[config.mk]
export PLATFORM = sky130hd
export DESIGN_NAME = mux4_rr_arbiter
export DESIGN_NICKNAME = d
export VERILOG_FILES = /design/src/rtl/mux4_rr_arbiter_pkg.sv /design/src/rtl/Mux4_1_Assgn.sv /design/src/rtl/mux4_rr_arbiter.sv
export SDC_FILE = /design/constraint.sdc
export NUM_CORES = 1
export LEC_CHECK = 0
export ABC_AREA = 1
export BUFFER_PORTS_ARGS = -buffer_cell sky130_fd_sc_hd__buf_2
export CAP_MARGIN = 20
export CELL_PAD_IN_SITES_DETAIL_PLACEMENT = 1
export CELL_PAD_IN_SITES_GLOBAL_PLACEMENT = 1
export CORE_ASPECT_RATIO = 1.1
export CORE_MARGIN = 2
export CORE_UTILIZATION = 42
export CTS_BUF_LIST = sky130_fd_sc_hd__clkbuf_16
export CTS_CLUSTER_DIAMETER = 50
export CTS_CLUSTER_SIZE = 28
export DETAILED_ROUTE_END_ITERATION = 6
export PLACE_DENSITY_LB_ADDON = 0.1
export SETUP_SLACK_MARGIN = 0.2
export SLEW_MARGIN = 20
export SYNTH_ARGS = -nofsm -noshare
export SYNTH_HDL_FRONTEND = slang
export SYNTH_SLANG_ARGS = --single-unit
[constraint.sdc]
create_clock -name clk -period 3 [get_ports clk]
set_input_delay 0.15 -clock clk [delete_from_list [all_inputs] [get_ports clk]]
set_output_delay 0.15 -clock clk [all_outputs]
set_load 0.01 [all_outputs]
[src/rtl/mux4_rr_arbiter_pkg.sv]
// mux4_rr_arbiter_pkg
// Shared definitions for the round-robin 4:1 mux arbiter:
//   state_t      - two-state arbiter FSM encoding (idle / grant held)
//   NUM_REQ      - number of requesters sharing the mux
//   selToOneHot  - converts a 2-bit owner index into the one-hot grant vector
package mux4_rr_arbiter_pkg;

  typedef enum logic {
    ST_IDLE  = 1'b0,
    ST_GRANT = 1'b1
  } state_t;

  localparam int NUM_REQ = 4;

  // Owner index -> one-hot grant; bit n set means requester n owns the mux.
  function automatic logic [3:0] selToOneHot(input logic [1:0] sel);
    return 4'b0001 << sel;
  endfunction

endpackage

[src/rtl/Mux4_1_Assgn.sv]
// Mux4_1_Assgn
// Plain 4:1 single-bit multiplexer built from a continuous assignment.
// Ports:
//   i0..i3 - data inputs
//   s0, s1 - select; {s1,s0} picks the input index
//   out    - selected data, purely combinational
module Mux4_1_Assgn (
  input  logic i0,
  input  logic i1,
  input  logic i2,
  input  logic i3,
  input  logic s0,
  input  logic s1,
  output logic out
);

  assign out = s1 ? (s0 ? i3 : i2) : (s0 ? i1 : i0);

endmodule

[src/rtl/mux4_rr_arbiter.sv]
// mux4_rr_arbiter
// Round-robin arbiter that decides which of four requesters drives a shared
// 4:1 mux. Each grant lasts at most HOLD_MAX cycles; on release the search
// restarts just past the previous owner, so every requester gets its turn.
// Ports:
//   clk        - clock, all state changes on the rising edge
//   rst        - synchronous active-high reset
//   req[3:0]   - request per requester
//   i0..i3     - requester data into the mux
//   gnt[3:0]   - registered one-hot grant, zero when idle
//   s0, s1     - registered mux select, {s1,s0} = owner index
//   valid      - high while a grant is active, qualifies out
//   out        - mux output, combinational from i0..i3 and the selects
module mux4_rr_arbiter
  import mux4_rr_arbiter_pkg::*;
#(
  parameter int HOLD_MAX = 4,
  parameter int CW       = 3
) (
  input  logic       clk,
  input  logic       rst,
  input  logic [3:0] req,
  input  logic       i0,
  input  logic       i1,
  input  logic       i2,
  input  logic       i3,
  output logic [3:0] gnt,
  output logic       s0,
  output logic       s1,
  output logic       valid,
  output logic       out
);

  localparam logic [CW-1:0] CNT_LAST = CW'(HOLD_MAX - 1);

  state_t        r_state;
  logic [1:0]    r_sel;
  logic [3:0]    r_gnt;
  logic          r_valid;
  logic [1:0]    r_ptr;
  logic [CW-1:0] r_cnt;

  logic [1:0]    w_start;
  logic [2:0]    w_search;
  logic          w_found;
  logic [1:0]    w_winner;
  logic          w_release;

  // Rotate the request vector so the search start sits at bit 0, take the
  // lowest set bit, then add the start back to recover the real index.
  // Result is {found, index}.
  function automatic logic [2:0] findWinner(input logic [3:0] reqs,
                                            input logic [1:0] start);
    logic [3:0] rot;
    logic [1:0] off;
    logic       found;
    rot   = 4'({reqs, reqs} >> start);
    found = 1'b0;
    off   = 2'd0;
    for (int k = 3; k >= 0; k--) begin
      if (rot[k]) begin
        found = 1'b1;
        off   = 2'(k);
      end
    end
    return {found, off + start};
  endfunction

  // While a grant is held, a release re-arbitrates starting just past the
  // current owner, which leaves the owner last in line. When idle the
  // stored pointer is the starting point.
  assign w_start   = (r_state == ST_GRANT) ? (r_sel + 2'd1) : r_ptr;
  assign w_search  = findWinner(req, w_start);
  assign w_found   = w_search[2];
  assign w_winner  = w_search[1:0];
  assign w_release = !req[r_sel] || (r_cnt == CNT_LAST);

  // Arbiter FSM: all outputs are registered here so gnt, selects and valid
  // always move together on a clock edge.
  always_ff @(posedge clk) begin
    if (rst) begin
      r_state <= ST_IDLE;
      r_sel   <= 2'd0;
      r_gnt   <= 4'b0000;
      r_valid <= 1'b0;
      r_ptr   <= 2'd0;
      r_cnt   <= '0;
    end else begin
      case (r_state)
        ST_IDLE: begin
          if (w_found) begin
            r_state <= ST_GRANT;
            r_sel   <= w_winner;
            r_gnt   <= selToOneHot(w_winner);
            r_valid <= 1'b1;
            r_cnt   <= '0;
          end else begin
            r_gnt   <= 4'b0000;
            r_valid <= 1'b0;
          end
        end
        ST_GRANT: begin
          if (!w_release) begin
            r_cnt <= r_cnt + CW'(1);
          end else begin
            r_ptr <= r_sel + 2'd1;
            // Hand straight over to the next requester when one is waiting,
            // otherwise drop to idle with the selects left on the old owner.
            if (w_found) begin
              r_sel   <= w_winner;
              r_gnt   <= selToOneHot(w_winner);
              r_valid <= 1'b1;
              r_cnt   <= '0;
            end else begin
              r_state <= ST_IDLE;
              r_gnt   <= 4'b0000;
              r_valid <= 1'b0;
              r_cnt   <= '0;
            end
          end
        end
        default: begin
          r_state <= ST_IDLE;
          r_gnt   <= 4'b0000;
          r_valid <= 1'b0;
        end
      endcase
    end
  end

  assign gnt   = r_gnt;
  assign valid = r_valid;
  assign s0    = r_sel[0];
  assign s1    = r_sel[1];

  Mux4_1_Assgn u_mux (
    .i0  (i0),
    .i1  (i1),
    .i2  (i2),
    .i3  (i3),
    .s0  (r_sel[0]),
    .s1  (r_sel[1]),
    .out (out)
  );

endmodule

# [Yosys cells after proc, flatten, opt, wreduce, memory -nomap -nowiden]
# Index checks and enable logic that the tools add are counted.
[word_totals] ff_bits=13 inputBits=10 output_inout_bits=8 wordCells=47
[op_classes] addsub=3 order_cmp=1 eq_ne=3 shifts=2 n_mux=28 n_bitwise=1 n_reduce_logical=3
[ops] op="2-bit two-way mux" count=7
[ops] op="1-bit two-way mux" count=11
[ops] op="4-bit two-way mux" count=2
[ops] op="4-bit one-hot mux with 2 select lines" count=1
[ops] op="8-bit by 2-bit >> shifter with 4-bit output" count=1
[ops] op="3-bit two-way mux" count=2
[ops] op="3-bit one-hot mux with 2 select lines" count=1
[ops] op="1-bit one-hot mux with 2 select lines" count=2
[ops] op="2-bit one-hot mux with 2 select lines" count=1
[ops] op="1-bit by 2-bit left shift with 4-bit output, first input constant" count=1
[ops] op="3-bit by 1-bit adder with 3-bit output, second input constant" count=1
[ops] op="3-bit by 2-bit equality test with 1-bit output, second input constant" count=1
[ops] op="2-bit by 3-bit < comparator with 1-bit output, second input constant" count=1
[ops] op="2-bit by 1-bit adder with 2-bit output, second input constant" count=1
[ops] op="2-bit adder" count=1
[ops] op="1-bit binary-select mux with 2-bit select" count=1
[ops] op="2-bit by 1-bit inequality test with 1-bit output, second input constant" count=1
[ops] op="2-bit inequality test, second input constant" count=1
[ops] op="2-bit AND reduction" count=1
[ops] op="1-bit zero test" count=1
[ops] op="1-bit logical OR" count=1
[ops] op="1-bit NOT" count=1

# [Longest topological paths before layout]
# Gate-level depths: netlist (run 1).
[depth] word_depth=12 mapped_depth=18 depth_no_buf=17

# [Hierarchy]
# Synthesis (run 1) repeated with hierarchy kept, for this count alone.
[unflattened] hier_cells=164 hier_area_um2=1132.3
[modules_own_cells] mod="mux4_rr_arbiter" n_inst=1 cells_per_inst=151 area_per_inst_um2=1081.0 seq_area_each_um2=260.2
[modules_own_cells] mod="Mux4_1_Assgn" n_inst=1 cells_per_inst=13 area_per_inst_um2=51.3 seq_area_each_um2=0.0

# [Worst setup path before layout (run 1)]
# OpenSTA, ideal clock, no wires.
[synth_path] path_kind="reg2reg" start="register r_sel[0]" end="register r_gnt[3] (netlist: gnt[3])" setup_time_ns=0.117 arrival_ns=1.860 t_required_ns=2.883 path_slack_ns=1.023 stages_incl_launch_ff=17 path_buffers=1 period_less_slack_ns=1.977 path_cell_list="dfxtp_1 -> buf_6 -> inv_6 -> nand2_1 -> nand3_2 -> nand2_4 -> nand2_1 -> nand2_4 -> inv_1 -> a21oi_1 -> ha_1 -> xor2_1 -> nand3_2 -> nand2_2 -> nor2_1 -> nor2_1 -> nor2_1"
[synth_between] elab_chain_len=12 word_cells_on_any_way=21 classes_between="2 x add/sub; 1 x eq/ne; 2 x shift; 14 x mux; 2 x reduce/logical"
[synth_rtl] element="start: declaration" line="mux4_rr_arbiter.sv:37" source="logic [1:0] r_sel;"
[synth_rtl] element="start signal: assignment" line="mux4_rr_arbiter.sv:93" source="r_sel <= w_winner;"
[synth_rtl] element="start signal: assignment" line="mux4_rr_arbiter.sv:110" source="r_sel <= w_winner;"
[synth_rtl] element="2-bit by 1-bit adder with 2-bit output" line="mux4_rr_arbiter.sv:72" source="assign w_start = (r_state == ST_GRANT) ? (r_sel + 2'd1) : r_ptr;"
[synth_rtl] element="2-bit two-way mux" line="mux4_rr_arbiter.sv:72"
[synth_rtl] element="8-bit by 2-bit >> shifter with 4-bit output" line="mux4_rr_arbiter.sv:57" source="rot = 4'({reqs, reqs} >> start);"
[synth_rtl] element="2-bit two-way mux (4 in a row)" line="mux4_rr_arbiter.sv:61" source="if (rot[k]) begin"
[synth_rtl] element="2-bit adder" line="mux4_rr_arbiter.sv:66" source="return {found, off + start};"
[synth_rtl] element="1-bit by 2-bit left shift with 4-bit output" line="mux4_rr_arbiter_pkg.sv:17" source="return 4'b0001 << sel;"
[synth_rtl] element="4-bit two-way mux" line="mux4_rr_arbiter.sv:91, mux4_rr_arbiter.sv:109"
[synth_rtl] element="4-bit two-way mux" line="mux4_rr_arbiter.sv:103" source="if (!w_release) begin"
[synth_rtl] element="4-bit one-hot mux with 2 select lines" line="mux4_rr_arbiter.sv:89" source="case (r_state)"
[synth_rtl] element="end signal: assignment" line="mux4_rr_arbiter.sv:94" source="r_gnt <= selToOneHot(w_winner);"
[synth_rtl] element="end signal: assignment" line="mux4_rr_arbiter.sv:111" source="r_gnt <= selToOneHot(w_winner);"
[synth_rtl] element="end: declaration" line="mux4_rr_arbiter.sv:38" source="logic [3:0] r_gnt;"
# Parallel ways exist; a longest one is shown, timed or not. The select of a mux whose other input is x is not followed.
# A chain may end at the register's enable or synchronous reset.

# [Worst setup path after layout (run 1)]
[layout_path] start="register r_state" end="register r_gnt[3] (netlist: gnt[3])"
[layout_between] elab_chain_len=11 word_cells_on_any_way=17 classes_between="1 x add/sub; 1 x eq/ne; 2 x shift; 12 x mux; 1 x bitwise"
[layout_rtl] element="start: declaration" line="mux4_rr_arbiter.sv:36" source="state_t r_state;"
[layout_rtl] element="start signal: assignment" line="mux4_rr_arbiter.sv:82" source="r_state <= ST_IDLE;"
[layout_rtl] element="start signal: assignment" line="mux4_rr_arbiter.sv:92" source="r_state <= ST_GRANT;"
[layout_rtl] element="start signal: assignment" line="mux4_rr_arbiter.sv:115" source="r_state <= ST_IDLE;"
[layout_rtl] element="2-bit two-way mux" line="mux4_rr_arbiter.sv:72"
[layout_rtl] element="8-bit by 2-bit >> shifter with 4-bit output" line="mux4_rr_arbiter.sv:57"
[layout_rtl] element="2-bit two-way mux (4 in a row)" line="mux4_rr_arbiter.sv:61"
[layout_rtl] element="2-bit adder" line="mux4_rr_arbiter.sv:66"
[layout_rtl] element="1-bit by 2-bit left shift with 4-bit output" line="mux4_rr_arbiter_pkg.sv:17"
[layout_rtl] element="4-bit two-way mux" line="mux4_rr_arbiter.sv:91, mux4_rr_arbiter.sv:109"
[layout_rtl] element="4-bit two-way mux" line="mux4_rr_arbiter.sv:103"
[layout_rtl] element="4-bit one-hot mux with 2 select lines" line="mux4_rr_arbiter.sv:89"
# Parallel ways exist; a longest one is shown, timed or not. The select of a mux whose other input is x is not followed.

==> flow_summary.rst, run 1 <==
.. list-table::
   :header-rows: 1

   * - Metric
     - Value
   * - Setup Viol. Count Final
     - 0
   * - P per Cell Area
     - 1440 mW/mm^2
   * - Setup total negative slack
     - 0 ns
   * - Total congestion overflow after global routing
     - 0
   * - Minimum setup slack after placement
     - 0.621 ns
   * - Multiplexer share of the synthesized area
     - 0%
   * - Number of antenna diodes
     - 0
   * - # nets final
     - 192
   * - Most instantiated flip-flop cell in the synthesis netlist
     - sky130_fd_sc_hd__dfxtp_1
   * - Hold Path End
     - gnt[1]$_SDFFE_PP0N_
   * - Post-cts resize count
     - 0
   * - Endpoint type of the worst setup path
     - register
   * - Data required time of the worst path
     - 3.19 ns
   * - Area occupied by multi-input gates
     - approximately 720 sq um
   * - IO Count
     - 18
   * - Footprint of the flip-flops and latches
     - about 260 sq um
   * - Mean instance size in the synthesized netlist
     - 6.87 sq um
   * - Final cell count without fillers
     - 209
   * - Clock transition time at the flip-flop clock pins of the worst setup and hold paths
     - approximately 0.050 ns
   * - Arrival time at the worst endpoint
     - roughly 2.6 ns
   * - DIE WIDTH
     - 52.8 um
   * - Filler instances
     - between 300 and 400
   * - Syn_nets
     - 173
   * - Hold Crit Start
     - rst
   * - Dpl hpwl
     - 2.14 mm
   * - Maximum capacitance violations
     - 0
   * - Crit Reg-Reg Endpoint
     - gnt[3]$_SDFFE_PP0N_
   * - Number of antenna violations at the first check in global routing
     - 0
   * - Transition time at the pin with the least slew margin
     - 0.585 ns
   * - Count of endpoints failing hold in the final timing report
     - 0
   * - Post-Synth Adder-Cell Area
     - 3.42%
   * - Relative slew margins
     - between 60% and 70%
   * - Cell taking the most area after synthesis
     - sky130_fd_sc_hd__dfxtp_1
   * - Highest Clock Rate
     - just over 400 MHz
   * - Overall routing resource usage
     - 21.7%
   * - Mapped Cells
     - 160
   * - Library cells used by synthesis
     - 26
   * - Weighted congestion at the end of routability-driven global placement
     - 0.796
   * - Share of the clock period used by the worst path
     - about four fifths
   * - Post-layout minimum cycle time
     - 2.44 ns
   * - Yosys reg bits
     - 13
   * - Number of buffers created by CTS
     - 3
   * - Worst min path class
     - input pin to register
   * - Worst skew pair latency
     - 0.25 ns
   * - Portion of the post-synthesis area used by sequential elements
     - 23.7%
   * - XOR/XNOR Fraction of Synth Area
     - less than 1%
   * - Unrepaired setup endpoints after global routing
     - false
   * - Dominant combinational cell family by area after synthesis
     - simple AND/OR/NAND/NOR gates
   * - Routed wire length per instance
     - 13.1 um
   * - Max rail drop VDD
     - 0.723 mV
   * - Fin. max-slew vios
     - 0
   * - Cell Rows
     - 19
   * - Wire length reported by the detailed router
     - between 2 and 3 mm
   * - Utilization of the core after routing
     - about half
   * - Static leakage
     - 0.643 nW
   * - PnR worst setup slack
     - between 0.5 and 0.6 ns
   * - Worst clock skew
     - 0.00189 ns
   * - FF-to-FF path depth
     - 16
   * - Area fraction of the dominant cell type after synthesis
     - a little under a quarter
   * - TritonCTS clock tree
     - built
   * - Vias after detailed routing
     - 1048
   * - Synthesis warning total
     - 0
   * - H-tree depth
     - 1
   * - Number of buffers inserted to repair setup after CTS
     - 0
   * - Die height
     - 57.6 um
   * - Worst-case clock buffer depth
     - 2
   * - Number of nets with antenna violations after detailed routing
     - 0
   * - Number of global-route vias before repair
     - 1063
   * - Launch instance of the worst register-to-register path
     - r_state$_SDFF_PP0_
   * - Post-synth EDFFs
     - 0
   * - Leading cell types by total area after synthesis
     - sky130_fd_sc_hd__dfxtp_1 (24%), sky130_fd_sc_hd__nand2_1 (16%), sky130_fd_sc_hd__nand2_4 (10%)
   * - Simple logic cell fraction of the synthesized area
     - 51.0%
   * - Area of the core
     - 0.00250 sq mm
   * - Largest net degree at the start of global routing
     - 11
   * - Result of the run
     - finished, final reports clean
   * - Fraction of the mapped netlist area in compound gates
     - 10.5%
   * - Kind of critical path
     - register to register
   * - Effective utilization at floorplan
     - 44.0%
   * - Cell depth of the worst hold path
     - 2
   * - Worst setup SP type
     - register
   * - Die Area
     - 0.00304 sq mm
   * - Avg Vias per Cell
     - ~5.0
   * - Number of buffers added to fix hold violations after cts
     - 0
   * - Final Hold Slack
     - around 0.19 ns
   * - Layout overhead on the synthesized area
     - 15.6%
   * - Buffer type at the clock tree root
     - sky130_fd_sc_hd__clkbuf_16
   * - Post-synthesis async set-or-reset flop share
     - 0%
   * - Layout cells sized above 1
     - between 30% and 40%
   * - Slack of the worst reg-to-reg path
     - ~0.56 ns
   * - Count of clock tree sinks
     - 13
   * - Post-synth design cell area
     - 0.00110 sq mm
   * - CP Max Fanout
     - 8
   * - DRC errors left
     - 0
   * - Total placed cells including tap cells
     - ~210
   * - IO Port Bufs
     - 17
   * - Drt pass-1 iters
     - 3
   * - Initial DRC count
     - 6
   * - First-pass GRT wire length
     - 4.85 mm
[worst max-delay path: stages (launching register included)]
cell and delay [ns]:
sky130_fd_sc_hd__dfxtp_1 0.69, sky130_fd_sc_hd__inv_8 0.09, sky130_fd_sc_hd__nand2_8 0.11, sky130_fd_sc_hd__nand3_1 0.07, sky130_fd_sc_hd__nand2_1 0.10, sky130_fd_sc_hd__nand2_1 0.11
sky130_fd_sc_hd__nand2_4 0.10, sky130_fd_sc_hd__inv_1 0.05, sky130_fd_sc_hd__a21oi_1 0.16, sky130_fd_sc_hd__ha_1 0.18, sky130_fd_sc_hd__xor2_1 0.23, sky130_fd_sc_hd__inv_1 0.08
sky130_fd_sc_hd__nand2_2 0.09, sky130_fd_sc_hd__nand2_2 0.07, sky130_fd_sc_hd__nor2_1 0.12, sky130_fd_sc_hd__nor2_1 0.05, sky130_fd_sc_hd__nor2_1 0.07
[cells by family (layout without fill, tap and decap cells)]
| group | after synthesis | count (layout) |
|---|---|---|
| AND/OR/NAND/NOR | 99 | 99 |
| AO/OA/AOI/OAI | 22 | 22 |
| buffers and inverters | 22 | 40 |
| flip-flops | 13 | 13 |
| adder cells (fa/ha/maj) | 3 | 3 |
| XOR/XNOR | 1 | 1 |
[final cells by class]
type / instances / share of cell area, %
Clock inverter: 1 / 0.394
Timing Repair Buffer: 17 / 6.70
Multi-Input combinational cell: 125 / 56.8
Tap cell: 31 / 3.05
Inverter: 19 / 6.60
Sequential cell: 13 / 20.5
Clock buffer: 3 / 5.91
[how the worst max path moves through the flow]
stage | start | endpoint | cells after the start
3_3_place_gp | r_state$_SDFF_PP0_ | gnt[3]$_SDFFE_PP0N_ | 16
3_5_place_dp | r_state$_SDFF_PP0_ | gnt[3]$_SDFFE_PP0N_ | 16
6_report | r_state$_SDFF_PP0_ | gnt[3]$_SDFFE_PP0N_ | 16
5_1_grt | r_state$_SDFF_PP0_ | gnt[3]$_SDFFE_PP0N_ | 16
2_1_floorplan | r_sel[0]$_SDFFE_PP0P_ | gnt[3]$_SDFFE_PP0N_ | 16
4_1_cts | r_state$_SDFF_PP0_ | gnt[3]$_SDFFE_PP0N_ | 16
[stage by stage]
step	area, sq um	total power (W)
2_1_floorplan	1100	0.00133
3_5_place_dp	1190	0.00155
3_3_place_gp	1190	0.00152
4_1_cts	1270	0.00185
6_report	1270	0.00183
5_1_grt	1270	0.00203
[layout by cell type, fill, tap and decap left out, drive strengths merged]
cell / instances
nand2: 69
a31oi: 1
or2: 2
inv: 19
o22ai: 1
a21oi: 12
buf: 17
o21ai: 7
nor2: 17
clkinv: 1
nand3: 11
clkbuf: 3
dfxtp: 13
xor2: 1
o21a: 1
ha: 3
[cell usage after synthesis, types with 2 or more instances]
master / number
sky130_fd_sc_hd__nand3_2: 3
sky130_fd_sc_hd__nand3_1: 8
sky130_fd_sc_hd__or2_1: 2
sky130_fd_sc_hd__nand2_4: 10
sky130_fd_sc_hd__a21oi_1: 12
sky130_fd_sc_hd__inv_1: 16
sky130_fd_sc_hd__nor2_4: 2
sky130_fd_sc_hd__dfxtp_1: 13
sky130_fd_sc_hd__nand2_2: 12
sky130_fd_sc_hd__nor2_1: 13
sky130_fd_sc_hd__nand2_1: 46
sky130_fd_sc_hd__o21ai_0: 6
sky130_fd_sc_hd__ha_1: 3
sky130_fd_sc_hd__buf_6: 2
[sequential cells by signal, indices dropped and copies added, names as in the netlist]
register  count
r_cnt         3
r_sel         2
gnt           4
valid         1
r_state       1
r_ptr         2
[per-layer routing]
layer	vias to the layer above	GRT usage (%)	share of wire, %	routed length [um]
met5	-	0	0	0
met4	0	12.1	3.1	85
met3	7	5.15	4.5	123
met2	20	37.0	51	1400
met1	484	24.3	41	1140
li1	537	-	-	-
[where the power goes]
group | switching, W | internal [W]
sequential | 0.0000771 | 0.000230
clock | 0.0000805 | 0.000178
combinational | 0.000823 | 0.000436
Power figures use the tool's default switching activity.
==> inputs of run 2 (changes only) <==
--- a/config.mk
+++ b/config.mk
@@ -5,14 +5,14 @@
 export SDC_FILE = /design/constraint.sdc
 export NUM_CORES = 1
 export LEC_CHECK = 0
-export ABC_AREA = 1
+export ABC_AREA = 0
 export BUFFER_PORTS_ARGS = -buffer_cell sky130_fd_sc_hd__buf_2
 export CAP_MARGIN = 20
 export CELL_PAD_IN_SITES_DETAIL_PLACEMENT = 1
 export CELL_PAD_IN_SITES_GLOBAL_PLACEMENT = 1
 export CORE_ASPECT_RATIO = 1.1
 export CORE_MARGIN = 2
-export CORE_UTILIZATION = 42
+export CORE_UTILIZATION = 38
 export CTS_BUF_LIST = sky130_fd_sc_hd__clkbuf_16
 export CTS_CLUSTER_DIAMETER = 50
 export CTS_CLUSTER_SIZE = 28
==> constraint.sdc (replaced) <==
create_clock -name clk -period 2.27 [get_ports clk]
set_input_delay 0.1135 -clock clk [delete_from_list [all_inputs] [get_ports clk]]
set_output_delay 0.1135 -clock clk [all_outputs]
set_load 0.01 [all_outputs]
==> flow_summary.rst, run 2 <==
.. list-table::
   :header-rows: 1

   * - Metric
     - Value
   * - Fin. max-slew vios
     - 0
   * - Most numerous cell types in the synthesized netlist
     - sky130_fd_sc_hd__dfxtp_1 (13), sky130_fd_sc_hd__nor2_1 (13), sky130_fd_sc_hd__nand2_1 (6)
   * - Worst-case clock buffer depth
     - 2
   * - Unrepaired setup endpoints after global routing
     - true
   * - DRC errors left
     - 0
   * - Hold Crit Start
     - rst
   * - Number of antenna diodes
     - 0
   * - Setup total negative slack
     - -0.00346 ns
   * - Static leakage
     - 0.530 nW
   * - Dpl hpwl
     - approximately 1.6 mm
   * - Vias after detailed routing
     - between 800 and 900
   * - Transition time at the pin with the least slew margin
     - 0.434 ns
   * - Number of nets with antenna violations after detailed routing
     - 0
   * - Cell Rows
     - 17
   * - Mean instance size in the synthesized netlist
     - approximately 8.6 sq um
   * - Endpoint type of the worst setup path
     - register
   * - Mapped Cells
     - 97
   * - Synthesis warning total
     - 0
   * - Number of buffers created by CTS
     - 3
   * - Wire length reported by the detailed router
     - 2.56 mm
   * - Routed wire length per instance
     - around 17 um
   * - Buffer type at the clock tree root
     - sky130_fd_sc_hd__clkbuf_16
   * - Yosys reg bits
     - 13
   * - Total congestion overflow after global routing
     - 0
   * - Timing startpoint of the critical path
     - r_sel[1]$_SDFFE_PP0P_
   * - Overall routing resource usage
     - 23.3%
   * - Kind of critical path
     - register to register
   * - Die height
     - between 50 and 60 um
   * - Syn_nets
     - 110
   * - TritonCTS clock tree
     - built
   * - Relative contribution of sequential cells to total power
     - between 20% and 30%
   * - Area of the core
     - 0.00204 sq mm
   * - Post-synth design cell area
     - 831 sq um
   * - Flip-flop count of the largest register, all copies and words added
     - 4
   * - IO Count
     - 18
   * - Combinational share of power
     - 43.5%
   * - H-tree depth
     - 1
   * - Maximum capacitance violations
     - 0
   * - Relative slew margins
     - 70.8%
   * - Weighted congestion at the end of routability-driven global placement
     - 0.764
   * - Arrival time at the worst endpoint
     - 2.41 ns
   * - Max rail drop VDD
     - 0.549 mV
   * - Avg Vias per Cell
     - between 5 and 6
   * - Number of global-route vias before repair
     - 909
   * - P per Cell Area
     - 922 mW/mm^2
   * - Leading cell types by total area after synthesis
     - sky130_fd_sc_hd__dfxtp_1 (31%), sky130_fd_sc_hd__mux4_1 (6.3%), sky130_fd_sc_hd__nor2_1 (5.9%)
   * - Cell taking the most area after synthesis
     - sky130_fd_sc_hd__dfxtp_1
   * - Count of clock tree sinks
     - 13
   * - DIE WIDTH
     - 48.6 um
   * - Drt pass-1 iters
     - 4
   * - Effective utilization at floorplan
     - 40.7%
   * - Area occupied by multi-input gates
     - 646 sq um
   * - # nets final
     - about 140
   * - Initial DRC count
     - 5
   * - DP Area
     - ~0.001 sq mm
   * - Count of endpoints failing hold in the final timing report
     - 0
   * - First-pass GRT wire length
     - 4.46 mm
   * - Final cell count without fillers
     - 153
   * - Number of antenna violations at the first check in global routing
     - 0
   * - Layout overhead on the synthesized area
     - 45.6%
   * - Footprint of the flip-flops and latches
     - 269 sq um
   * - Launch instance of the worst register-to-register path
     - r_sel[1]$_SDFFE_PP0P_
   * - Filler instances
     - 257
   * - Leading cell type in the layout, fill and taps excluded
     - sky130_fd_sc_hd__buf_2
   * - Clk network pwr share
     - 29.7%
   * - Slack of the worst reg-to-reg path
     - -0.003 ns
   * - Final Hold Slack
     - between 0.2 and 0.25 ns
   * - Most instantiated flip-flop cell in the synthesis netlist
     - sky130_fd_sc_hd__dfxtp_1
   * - Total placed cells including tap cells
     - around 140
   * - Area fraction of the dominant cell type after synthesis
     - 31.3%
   * - Worst skew pair latency
     - 0.24 ns
   * - Commonest cells after routing, fill and taps aside
     - sky130_fd_sc_hd__buf_2 (17), sky130_fd_sc_hd__nor2_1 (13), sky130_fd_sc_hd__dfxtp_1 (10), sky130_fd_sc_hd__buf_4 (10), sky130_fd_sc_hd__nand2_1 (6)
   * - Post-layout minimum cycle time
     - 2.27 ns
   * - CP Max Fanout
     - 5
   * - Library cells used by synthesis
     - 36
   * - Layout cells sized above 1
     - ~41%
   * - Failing checks
     - negative setup slack
   * - Post-synthesis async set-or-reset flop share
     - 0%
   * - Psw
     - 0.000373 W
   * - PnR worst setup slack
     - -0.00346 ns
   * - Highest Clock Rate
     - 440 MHz
   * - Result of the run
     - complete, but fails checks
   * - IO Port Bufs
     - 17
   * - Setup Viol. Count Final
     - 1
   * - Internal power
     - 0.000743 W
   * - Worst min path class
     - input pin to register
   * - Worst setup SP type
     - register
   * - Post-synth EDFFs
     - 0
   * - Switching power share of the total
     - 33.4%
   * - Portion of the post-synthesis area used by sequential elements
     - roughly 31%
   * - Die Area
     - between 0.002 and 0.003 sq mm
   * - Worst clock skew
     - approximately 0.0009 ns
   * - Layout Cell Area excl Fill
     - ~0.0012 sq mm
   * - Data required time of the worst path
     - 2.41 ns
   * - Largest net degree at the start of global routing
     - 16
   * - Clock transition time at the flip-flop clock pins of the worst setup and hold paths
     - 0.04 ns
   * - Share of the clock period used by the worst path
     - 100%
## run 2: changes by cell type after synthesis, moves of 4 or more
cell	previous run	this run
sky130_fd_sc_hd__nand2_1	46	6
sky130_fd_sc_hd__nand2_2	12	0
sky130_fd_sc_hd__inv_1	16	5
sky130_fd_sc_hd__nand2_4	10	0
sky130_fd_sc_hd__a21oi_1	12	5
sky130_fd_sc_hd__nand3_1	8	1
sky130_fd_sc_hd__a211o_1	0	5
sky130_fd_sc_hd__nor3_1	0	4
sky130_fd_sc_hd__nor3b_1	0	4
## run 2: per-stage QoR
| step | util [%] | setup WS (ns) | power (W) |
|---|---|---|---|
| after global routing | 59.3 | -0.0674 | 0.00118 |
| final | 59.3 | -0.00346 | 0.00112 |
| after floorplan | - | 0.0580 | 0.000560 |
| after CTS | 57.2 | 0.0606 | 0.00108 |
| after detailed placement | 50.0 | -0.0278 | 0.000671 |
| after global placement | 50.0 | -0.0395 | 0.000662 |
## run 2: worst max-delay path, stage by stage (launching register included)
cell,delay (ns)
sky130_fd_sc_hd__dfxtp_4,0.36
sky130_fd_sc_hd__xnor2_4,0.14
sky130_fd_sc_hd__a21o_4,0.22
sky130_fd_sc_hd__o21ai_2,0.14
sky130_fd_sc_hd__a21oi_2,0.07
sky130_fd_sc_hd__o32a_1,0.33
sky130_fd_sc_hd__ha_4,0.20
sky130_fd_sc_hd__or4_4,0.48
sky130_fd_sc_hd__a311oi_1,0.23
## run 2: what timing repair did
action / 4_1_cts / 5_1_grt
gates resized for setup: 9 / 8
setup buffers: 4 / 1
setup endpoints to repair: 5 / 5
pin swaps: 3 / 2
hold buffers: 0 / 0
## run 2: metal layers
| metal | GRT usage [%] | wire length, um |
|---|---|---|
| met1 | 26.4 | 1120 |
| met2 | 44.4 | 1360 |
| met3 | 4.52 | 51 |
| met4 | 7.14 | 25 |
| met5 | 0 | 0 |
## run 2: power by group through the flow
stage          logic (W)  clock network (W)  registers [W]
5_1_grt         0.000529           0.000347       0.000304
6_report        0.000485           0.000332       0.000299
4_1_cts         0.000439           0.000336       0.000299
3_3_place_gp    0.000358                  0       0.000304
3_5_place_dp    0.000367                  0       0.000305
2_1_floorplan   0.000251                  0       0.000309
## run 2: area by class of cell
cell class	count	area share, %
Clock buffer	3	6.20
Clock inverter	1	0.310
Inverter	5	1.76
Multi-Input combinational cell	76	53.4
Sequential cell	13	22.2
Tap cell	28	2.90
Timing Repair Buffer	27	13.2
## run 2: final timing paths
path / endpoint / depth (start not counted)
setup / recovery: r_sel[1]$_SDFFE_PP0P_ / 8
hold / removal: r_cnt[0]$_SDFFE_PP0P_ / 2
setup reg to reg: r_sel[1]$_SDFFE_PP0P_ / 8
hold reg to reg: valid$_SDFFE_PP0N_ / 1
## run 2: logic make-up (layout without fill, tap and decap cells)
logic type               count (synthesis)  after routing  share of synthesized area [%]
buffers and inverters                    8             36                           4.37
flip-flops                              13             13                           31.3
AO/OA/AOI/OAI                           29             29                           26.7
AND/OR/NAND/NOR                         41             41                           25.8
multiplexers                             2              2                           6.33
adder cells (fa/ha/maj)                  3              3                           4.52
XOR/XNOR                                 1              1                           1.05
